--- config.mk ---
export PLATFORM = sky130hd
export DESIGN_NAME = sys_bus_arb
export DESIGN_NICKNAME = d
export VERILOG_FILES = /design/src/rtl/sys_bus_arb.sv
export SDC_FILE = /design/constraint.sdc
export NUM_CORES = 1
export LEC_CHECK = 0
export ABC_AREA = 1
export CAP_MARGIN = 20
export CORE_AREA = 4 4 308 310
export DETAILED_ROUTE_END_ITERATION = 10
export DIE_AREA = 0 0 312 314
export SYNTH_ARGS = -nofsm -noshare
export SYNTH_HDL_FRONTEND = slang
export SYNTH_SLANG_ARGS = --single-unit
--- constraint.sdc ---
create_clock -name clk -period 2.5 [get_ports clk]
set_input_delay 0.5 -clock clk [delete_from_list [all_inputs] [get_ports clk]]
set_output_delay 0.5 -clock clk [all_outputs]
set_load 0.02 [all_outputs]
--- src/rtl/sys_bus_arb.sv ---
// Two-master, N-slave registered MMIO interconnect with round-robin arbitration,
// region address decode, slave wait states, a ready timeout and an error response.
module sys_bus_arb #(
  parameter int                NUM_SLAVES   = 4,
  parameter int                ADDR_W       = 64,
  parameter int                DATA_W       = 64,
  parameter logic [ADDR_W-1:0] BUS_BASE     = 64'h1000_0000,
  parameter int                REGION_SHIFT = 12,
  parameter int                TIMEOUT_CYC  = 255
) (
  input  logic                         clk,
  input  logic                         rst,
  input  logic                         m0_req,
  input  logic [ADDR_W-1:0]            m0_addr,
  input  logic [DATA_W-1:0]            m0_din,
  input  logic [2:0]                   m0_rd_ctrl,
  input  logic [2:0]                   m0_wr_ctrl,
  output logic                         m0_ack,
  output logic [DATA_W-1:0]            m0_dout,
  output logic                         m0_err,
  input  logic                         m1_req,
  input  logic [ADDR_W-1:0]            m1_addr,
  input  logic [DATA_W-1:0]            m1_din,
  input  logic [2:0]                   m1_rd_ctrl,
  input  logic [2:0]                   m1_wr_ctrl,
  output logic                         m1_ack,
  output logic [DATA_W-1:0]            m1_dout,
  output logic                         m1_err,
  output logic [NUM_SLAVES-1:0]        s_sel,
  output logic [ADDR_W-1:0]            s_addr,
  output logic [DATA_W-1:0]            s_din,
  output logic [2:0]                   s_rd_ctrl,
  output logic [2:0]                   s_wr_ctrl,
  input  logic [NUM_SLAVES*DATA_W-1:0] s_dout,
  input  logic [NUM_SLAVES-1:0]        s_ready
);

  localparam int IDX_W  = $clog2(NUM_SLAVES);
  localparam int TAG_LO = REGION_SHIFT + IDX_W;
  localparam int CNT_W  = $clog2(TIMEOUT_CYC + 1);

  typedef enum logic [1:0] {IDLE, WAIT, RESP} state_t;

  state_t                  state, state_nxt;
  logic                    last_grant, last_grant_nxt;
  logic                    grant_id, grant_id_nxt;
  logic [CNT_W-1:0]        cnt, cnt_nxt;
  logic [NUM_SLAVES-1:0]   sel_nxt;
  logic [ADDR_W-1:0]       addr_nxt;
  logic [DATA_W-1:0]       din_nxt;
  logic [2:0]              rd_nxt, wr_nxt;
  logic                    ack0_nxt, ack1_nxt, err0_nxt, err1_nxt;
  logic [DATA_W-1:0]       dout0_nxt, dout1_nxt;

  // Arbitration and decode of the candidate master in IDLE
  logic                    pick;
  logic [ADDR_W-1:0]       pick_addr;
  logic [DATA_W-1:0]       pick_din;
  logic [2:0]              pick_rd, pick_wr;
  logic                    pick_hit, pick_null;
  logic [IDX_W-1:0]        pick_idx;

  // Selected slave, recovered from the latched address
  logic [IDX_W-1:0]        cur_idx;
  logic                    cur_ready;
  logic [DATA_W-1:0]       cur_data;

  logic                    resp_go, resp_tgt, resp_err;
  logic [DATA_W-1:0]       resp_data;

  assign pick      = (m0_req && m1_req) ? ~last_grant : m1_req;
  assign pick_addr = pick ? m1_addr    : m0_addr;
  assign pick_din  = pick ? m1_din     : m0_din;
  assign pick_rd   = pick ? m1_rd_ctrl : m0_rd_ctrl;
  assign pick_wr   = pick ? m1_wr_ctrl : m0_wr_ctrl;
  assign pick_hit  = (pick_addr[ADDR_W-1:TAG_LO] == BUS_BASE[ADDR_W-1:TAG_LO]);
  assign pick_null = (pick_rd == 3'd0) && (pick_wr == 3'd0);
  assign pick_idx  = pick_addr[TAG_LO-1:REGION_SHIFT];

  assign cur_idx   = s_addr[TAG_LO-1:REGION_SHIFT];
  assign cur_ready = s_ready[cur_idx];
  assign cur_data  = s_dout[cur_idx*DATA_W +: DATA_W];

  always_ff @(posedge clk) begin
    if (rst) begin
      state      <= IDLE;
      last_grant <= 1'b1;
      grant_id   <= 1'b0;
      cnt        <= '0;
      s_sel      <= '0;
      s_addr     <= '0;
      s_din      <= '0;
      s_rd_ctrl  <= 3'd0;
      s_wr_ctrl  <= 3'd0;
      m0_ack     <= 1'b0;
      m0_dout    <= '0;
      m0_err     <= 1'b0;
      m1_ack     <= 1'b0;
      m1_dout    <= '0;
      m1_err     <= 1'b0;
    end else begin
      state      <= state_nxt;
      last_grant <= last_grant_nxt;
      grant_id   <= grant_id_nxt;
      cnt        <= cnt_nxt;
      s_sel      <= sel_nxt;
      s_addr     <= addr_nxt;
      s_din      <= din_nxt;
      s_rd_ctrl  <= rd_nxt;
      s_wr_ctrl  <= wr_nxt;
      m0_ack     <= ack0_nxt;
      m0_dout    <= dout0_nxt;
      m0_err     <= err0_nxt;
      m1_ack     <= ack1_nxt;
      m1_dout    <= dout1_nxt;
      m1_err     <= err1_nxt;
    end
  end

  always_comb begin
    state_nxt      = state;
    last_grant_nxt = last_grant;
    grant_id_nxt   = grant_id;
    cnt_nxt        = cnt;
    sel_nxt        = s_sel;
    addr_nxt       = s_addr;
    din_nxt        = s_din;
    rd_nxt         = s_rd_ctrl;
    wr_nxt         = s_wr_ctrl;
    ack0_nxt       = m0_ack;
    ack1_nxt       = m1_ack;
    err0_nxt       = m0_err;
    err1_nxt       = m1_err;
    dout0_nxt      = m0_dout;
    dout1_nxt      = m1_dout;
    resp_go        = 1'b0;
    resp_tgt       = grant_id;
    resp_err       = 1'b0;
    resp_data      = '0;

    unique case (state)
      IDLE: begin
        if (m0_req || m1_req) begin
          grant_id_nxt = pick;
          addr_nxt     = pick_addr;
          din_nxt      = pick_din;
          // A combined read+write request is carried out as a write only
          rd_nxt       = (pick_wr != 3'd0) ? 3'd0 : pick_rd;
          wr_nxt       = pick_wr;
          if (pick_hit && !pick_null) begin
            sel_nxt   = NUM_SLAVES'(1) << pick_idx;
            state_nxt = WAIT;
          end else begin
            resp_go   = 1'b1;
            resp_tgt  = pick;
            resp_err  = 1'b1;
          end
        end
      end

      WAIT: begin
        cnt_nxt = cnt + CNT_W'(1);
        // Ready takes priority over a timeout reached in the same cycle
        if (cur_ready) begin
          resp_go   = 1'b1;
          resp_data = (s_wr_ctrl != 3'd0) ? '0 : cur_data;
          sel_nxt   = '0;
        end else if (cnt == CNT_W'(TIMEOUT_CYC)) begin
          resp_go  = 1'b1;
          resp_err = 1'b1;
          sel_nxt  = '0;
        end
      end

      RESP: begin
        ack0_nxt       = 1'b0;
        ack1_nxt       = 1'b0;
        err0_nxt       = 1'b0;
        err1_nxt       = 1'b0;
        dout0_nxt      = '0;
        dout1_nxt      = '0;
        last_grant_nxt = grant_id;
        cnt_nxt        = '0;
        state_nxt      = IDLE;
      end

      default: state_nxt = IDLE;
    endcase

    if (resp_go) begin
      state_nxt = RESP;
      if (resp_tgt) begin
        ack1_nxt  = 1'b1;
        err1_nxt  = resp_err;
        dout1_nxt = resp_data;
      end else begin
        ack0_nxt  = 1'b1;
        err0_nxt  = resp_err;
        dout0_nxt = resp_data;
      end
    end
  end

endmodule

==> flow_summary.toml <==
[outcome]
status = "finished with violations"
violations = "setup timing"

[die]
num_io_pins = 802
die_area_sq_um = 98000
die_h_um = 314
die_w_um = 312
initial_core_util_pct = 16.7
fp-row-count = 111
core_sq_um = 91700

[detailed_routing]
drt_iter0_drc = 1358
drt-total-wl_mm = 95.9
dr_total_vias = 20076
drcViolationCount = 0
post_drt_wl_per_cell_um = 21.1
antenna_left = 0
viasPerCell = 4.42
dr.pass1.iters = 6

[critical_path]
arrival_ns = 3.29
worstPathMaxFanout = 8
timing.rr.start = "last_grant$_SDFFE_PP1P_"
cpMostUsedCell = "nand2_4"
cpMaxStageDelayCell = "dfxtp_4"
critPathLaunchType = "flip-flop"
r2r-end = "m1_dout[12]$_SDFF_PP0_"
worstSetupPathDepth = 20
worst_setup_path_end_kind = "flip-flop"
r2r_slack_ns = -0.34
cp-endpoint = "m1_dout[12]$_SDFF_PP0_"
required_ns = 2.95
criticalPathCategory = "reg2reg"
reg2reg_depth = 20
path_cells = "nand2_4 > nand2_8 > buf_12 > buf_8 > buf_6 > nand2_4 > nand2_4 > nor2_4 > nand2_2 > nor2_2 > nand2_1 > nor2_2 > nand2_2 > nand2_4 > buf_6 > nand2_8 > buf_16 > clkbuf_16 > a21oi_2 > nor2_2"
path_buf_inv = 6
crit_path_max_incr_delay_ns = 0.37
critPathLaunch = "last_grant$_SDFFE_PP1P_"
critical_path.top_delay_family = "simple AND/OR/NAND/NOR gates"

[placement]
place_ws_ns = -1.21
dp_hpwl_mm = 70.6
dp_cells = 4391
portBuffers = 801
place_congestion = 0.887

[pwr]
switching_power_mw = 7.41
vdd_ir_drop_max_mv = 0.349
pwr-share-seq_pct = 27.4
p_int_mw = 12.8
combPwrFrac_pct = 42.8
powerDensity_nw_per_um2 = 694
power_frac_clock_pct = 29.9
p_sw_share_pct = 36.7
leakage_nw = 11.5
total_power_mw = 20.2

[clock_tree]
htreeDepth = 2
numCtsBuffers = 40
clk_latency_ns = 0.58
clk_pin_slew_ns = 0.06
root_buffer = "clkbuf_16"
clkSinkCount = 282
cts_buffer_depth = 3
cts_tree = "yes"

[grt]
grt_start_max_net_pins = 96
antenna_found_initial = 21
grt_pass1_wl_mm = 127
grt-ovfl-total = 0
grt_use_total_pct = 17.4
grt_pass1_vias = 18661

[synth]
synth_area_leaders = "dfxtp_1 37%, nor2_1 12%, nand2_1 12%"
ys_seq_elements = 282
synthesis.area_sq_um = 15300
yosysTopAreaCell = "dfxtp_1"
yosysTopAreaCellShare_pct = 36.9
ys.flop_type = "dfxtp_1"
synthTopCellsByCount = "504 x nor2_1, 503 x nand2_1, 282 x dfxtp_1"
synth_enable_flop_cells = 0
async_flop_share_pct = 0
yosysUniqueCellTypes = 24
yosysSeqAreaShare_pct = 36.9
avgSynthCellArea_sq_um = 6.28
ys_warn_count = 0
yosysMostFrequentCell = "nor2_1"
syn_nets = 2972
synthCells = 2436

[timing]
tightest_slew_ns = 0.857
fin_tns_setup_ns = -39.18
drv_slew = 0
min_period_ns = 2.84
period_share_pct = 114
rsz0062_at_grt = "yes"
fmax_ghz = 0.352
setup_viol = 138
hold_viol_final = 0
skew_ns = 0.0281
fin_ws_ns = -0.339
slew_headroom_pct = 42.8

[final_layout]
multiInputGateArea_sq_um = 8720
seq_area_sq_um = 5660
final_cells = 4540
final_core_util_pct = 31.7
final_nets = 3845
synthToLayoutAreaGrowth_pct = 89.9
fillerInstances = 9840
drive_gt1_share_pct = 14.0

[job]
maxCapViolations = 0

[hold_path]
min_path_type = "reg2reg"
## worst register-to-register path, delay by kind of cell (launching register included)
family,cells,cell delay (ns)
AOI/OAI and AO/OA,1,0.15
buffers and inverters,6,0.95
DFF,1,0.37
and+or+nand+nor,13,1.26
## what timing repair did
item                                    in CTS  in global routing
buffers inserted                             9                 16
pin swaps                                   17                 33
resized for setup                           95                124
hold endpoints to repair                     0                  0
cloned                                      11                 28
endpoints found under the setup margin     140                138
hold buffers                                 0                  0
## state kept, by name, summed over array words and instances (netlist names)
| register | cells |
|---|---|
| s_rd_ctrl | 3 |
| m0_dout | 64 |
| s_sel | 4 |
| m1_err | 1 |
| s_din | 64 |
| s_wr_ctrl | 3 |
| m1_dout | 64 |
| m0_ack | 1 |
| cnt | 8 |
| m0_err | 1 |
| state | 2 |
| last_grant | 1 |
| grant_id | 1 |
| s_addr | 64 |
| m1_ack | 1 |
## layout by cell type, fill, tap and decap left out, types with 56 or more instances in the layout
master	Yosys	routed
clkdlybuf4s50_1	0	791
nor2_1	504	489
nand2_1	503	471
dfxtp_1	282	279
o21ai_0	215	203
inv_1	172	168
nand3_1	172	153
buf_4	14	144
a31oi_1	110	110
a21oi_1	165	108
o32ai_1	64	64
clkbuf_16	0	63
a21oi_2	0	56
## through the flow
| step | area (sq um) | hold slack (ns) |
|---|---|---|
| 2_1_floorplan | 15300 | 0.423 |
| 6_report | 29100 | 0.451 |
| 5_1_grt | 29000 | 0.464 |
| 3_3_place_gp | 25700 | 0.435 |
| 4_1_cts | 27800 | 0.451 |
| 3_5_place_dp | 25700 | 0.443 |
## cell type report
type	count	area share [%]
multi-input combinational	1771	30.0
clock inverter	17	0.551
tap	1186	5.11
inverter	172	2.28
clock buffer	57	4.15
sequential	282	19.5
antenna	13	0.112
timing repair buffer	1042	38.3
## how the worst min path moves through the flow
stage                                   start                  end  slack [ns]  cells past startpoint
after floorplan           cnt[7]$_SDFFE_PP0P_  cnt[7]$_SDFFE_PP0P_        0.42                      1
after global placement    cnt[7]$_SDFFE_PP0P_  cnt[7]$_SDFFE_PP0P_        0.43                      1
after detailed placement  cnt[7]$_SDFFE_PP0P_  cnt[7]$_SDFFE_PP0P_        0.44                      1
after CTS                 cnt[7]$_SDFFE_PP0P_  cnt[7]$_SDFFE_PP0P_        0.45                      1
after global routing      cnt[7]$_SDFFE_PP0P_  cnt[7]$_SDFFE_PP0P_        0.46                      1
final                     cnt[7]$_SDFFE_PP0P_  cnt[7]$_SDFFE_PP0P_        0.45                      1
## per-layer routing
layer | vias up | global-route usage [%] | routed length (um)
li1 | 9797 | - | -
met1 | 9236 | 21.2 | 39100
met2 | 884 | 28.8 | 44800
met3 | 147 | 5.62 | 8710
met4 | 12 | 6.20 | 3220
met5 | - | 0 | 75
## power groups by stage
stage	clock, mW	sequential, mW	combinational, mW
finish	6.02	5.51	8.62
global route	6.39	5.59	9.24
CTS	6.21	5.51	7.86
detailed placement	0	5.59	7.38
global placement	0	5.59	7.36
floorplan	0	6.26	2.84
## kinds of logic after synthesis
| group | share of synthesized area, % |
|---|---|
| xor+xnor | 0.115 |
| compound gates | 20.8 |
| buf+inv | 10.5 |
| fa+ha+maj | 0.327 |
| simple gates | 31.3 |
| flops | 36.9 |
Note: power is estimated with default switching activity, not from simulation.
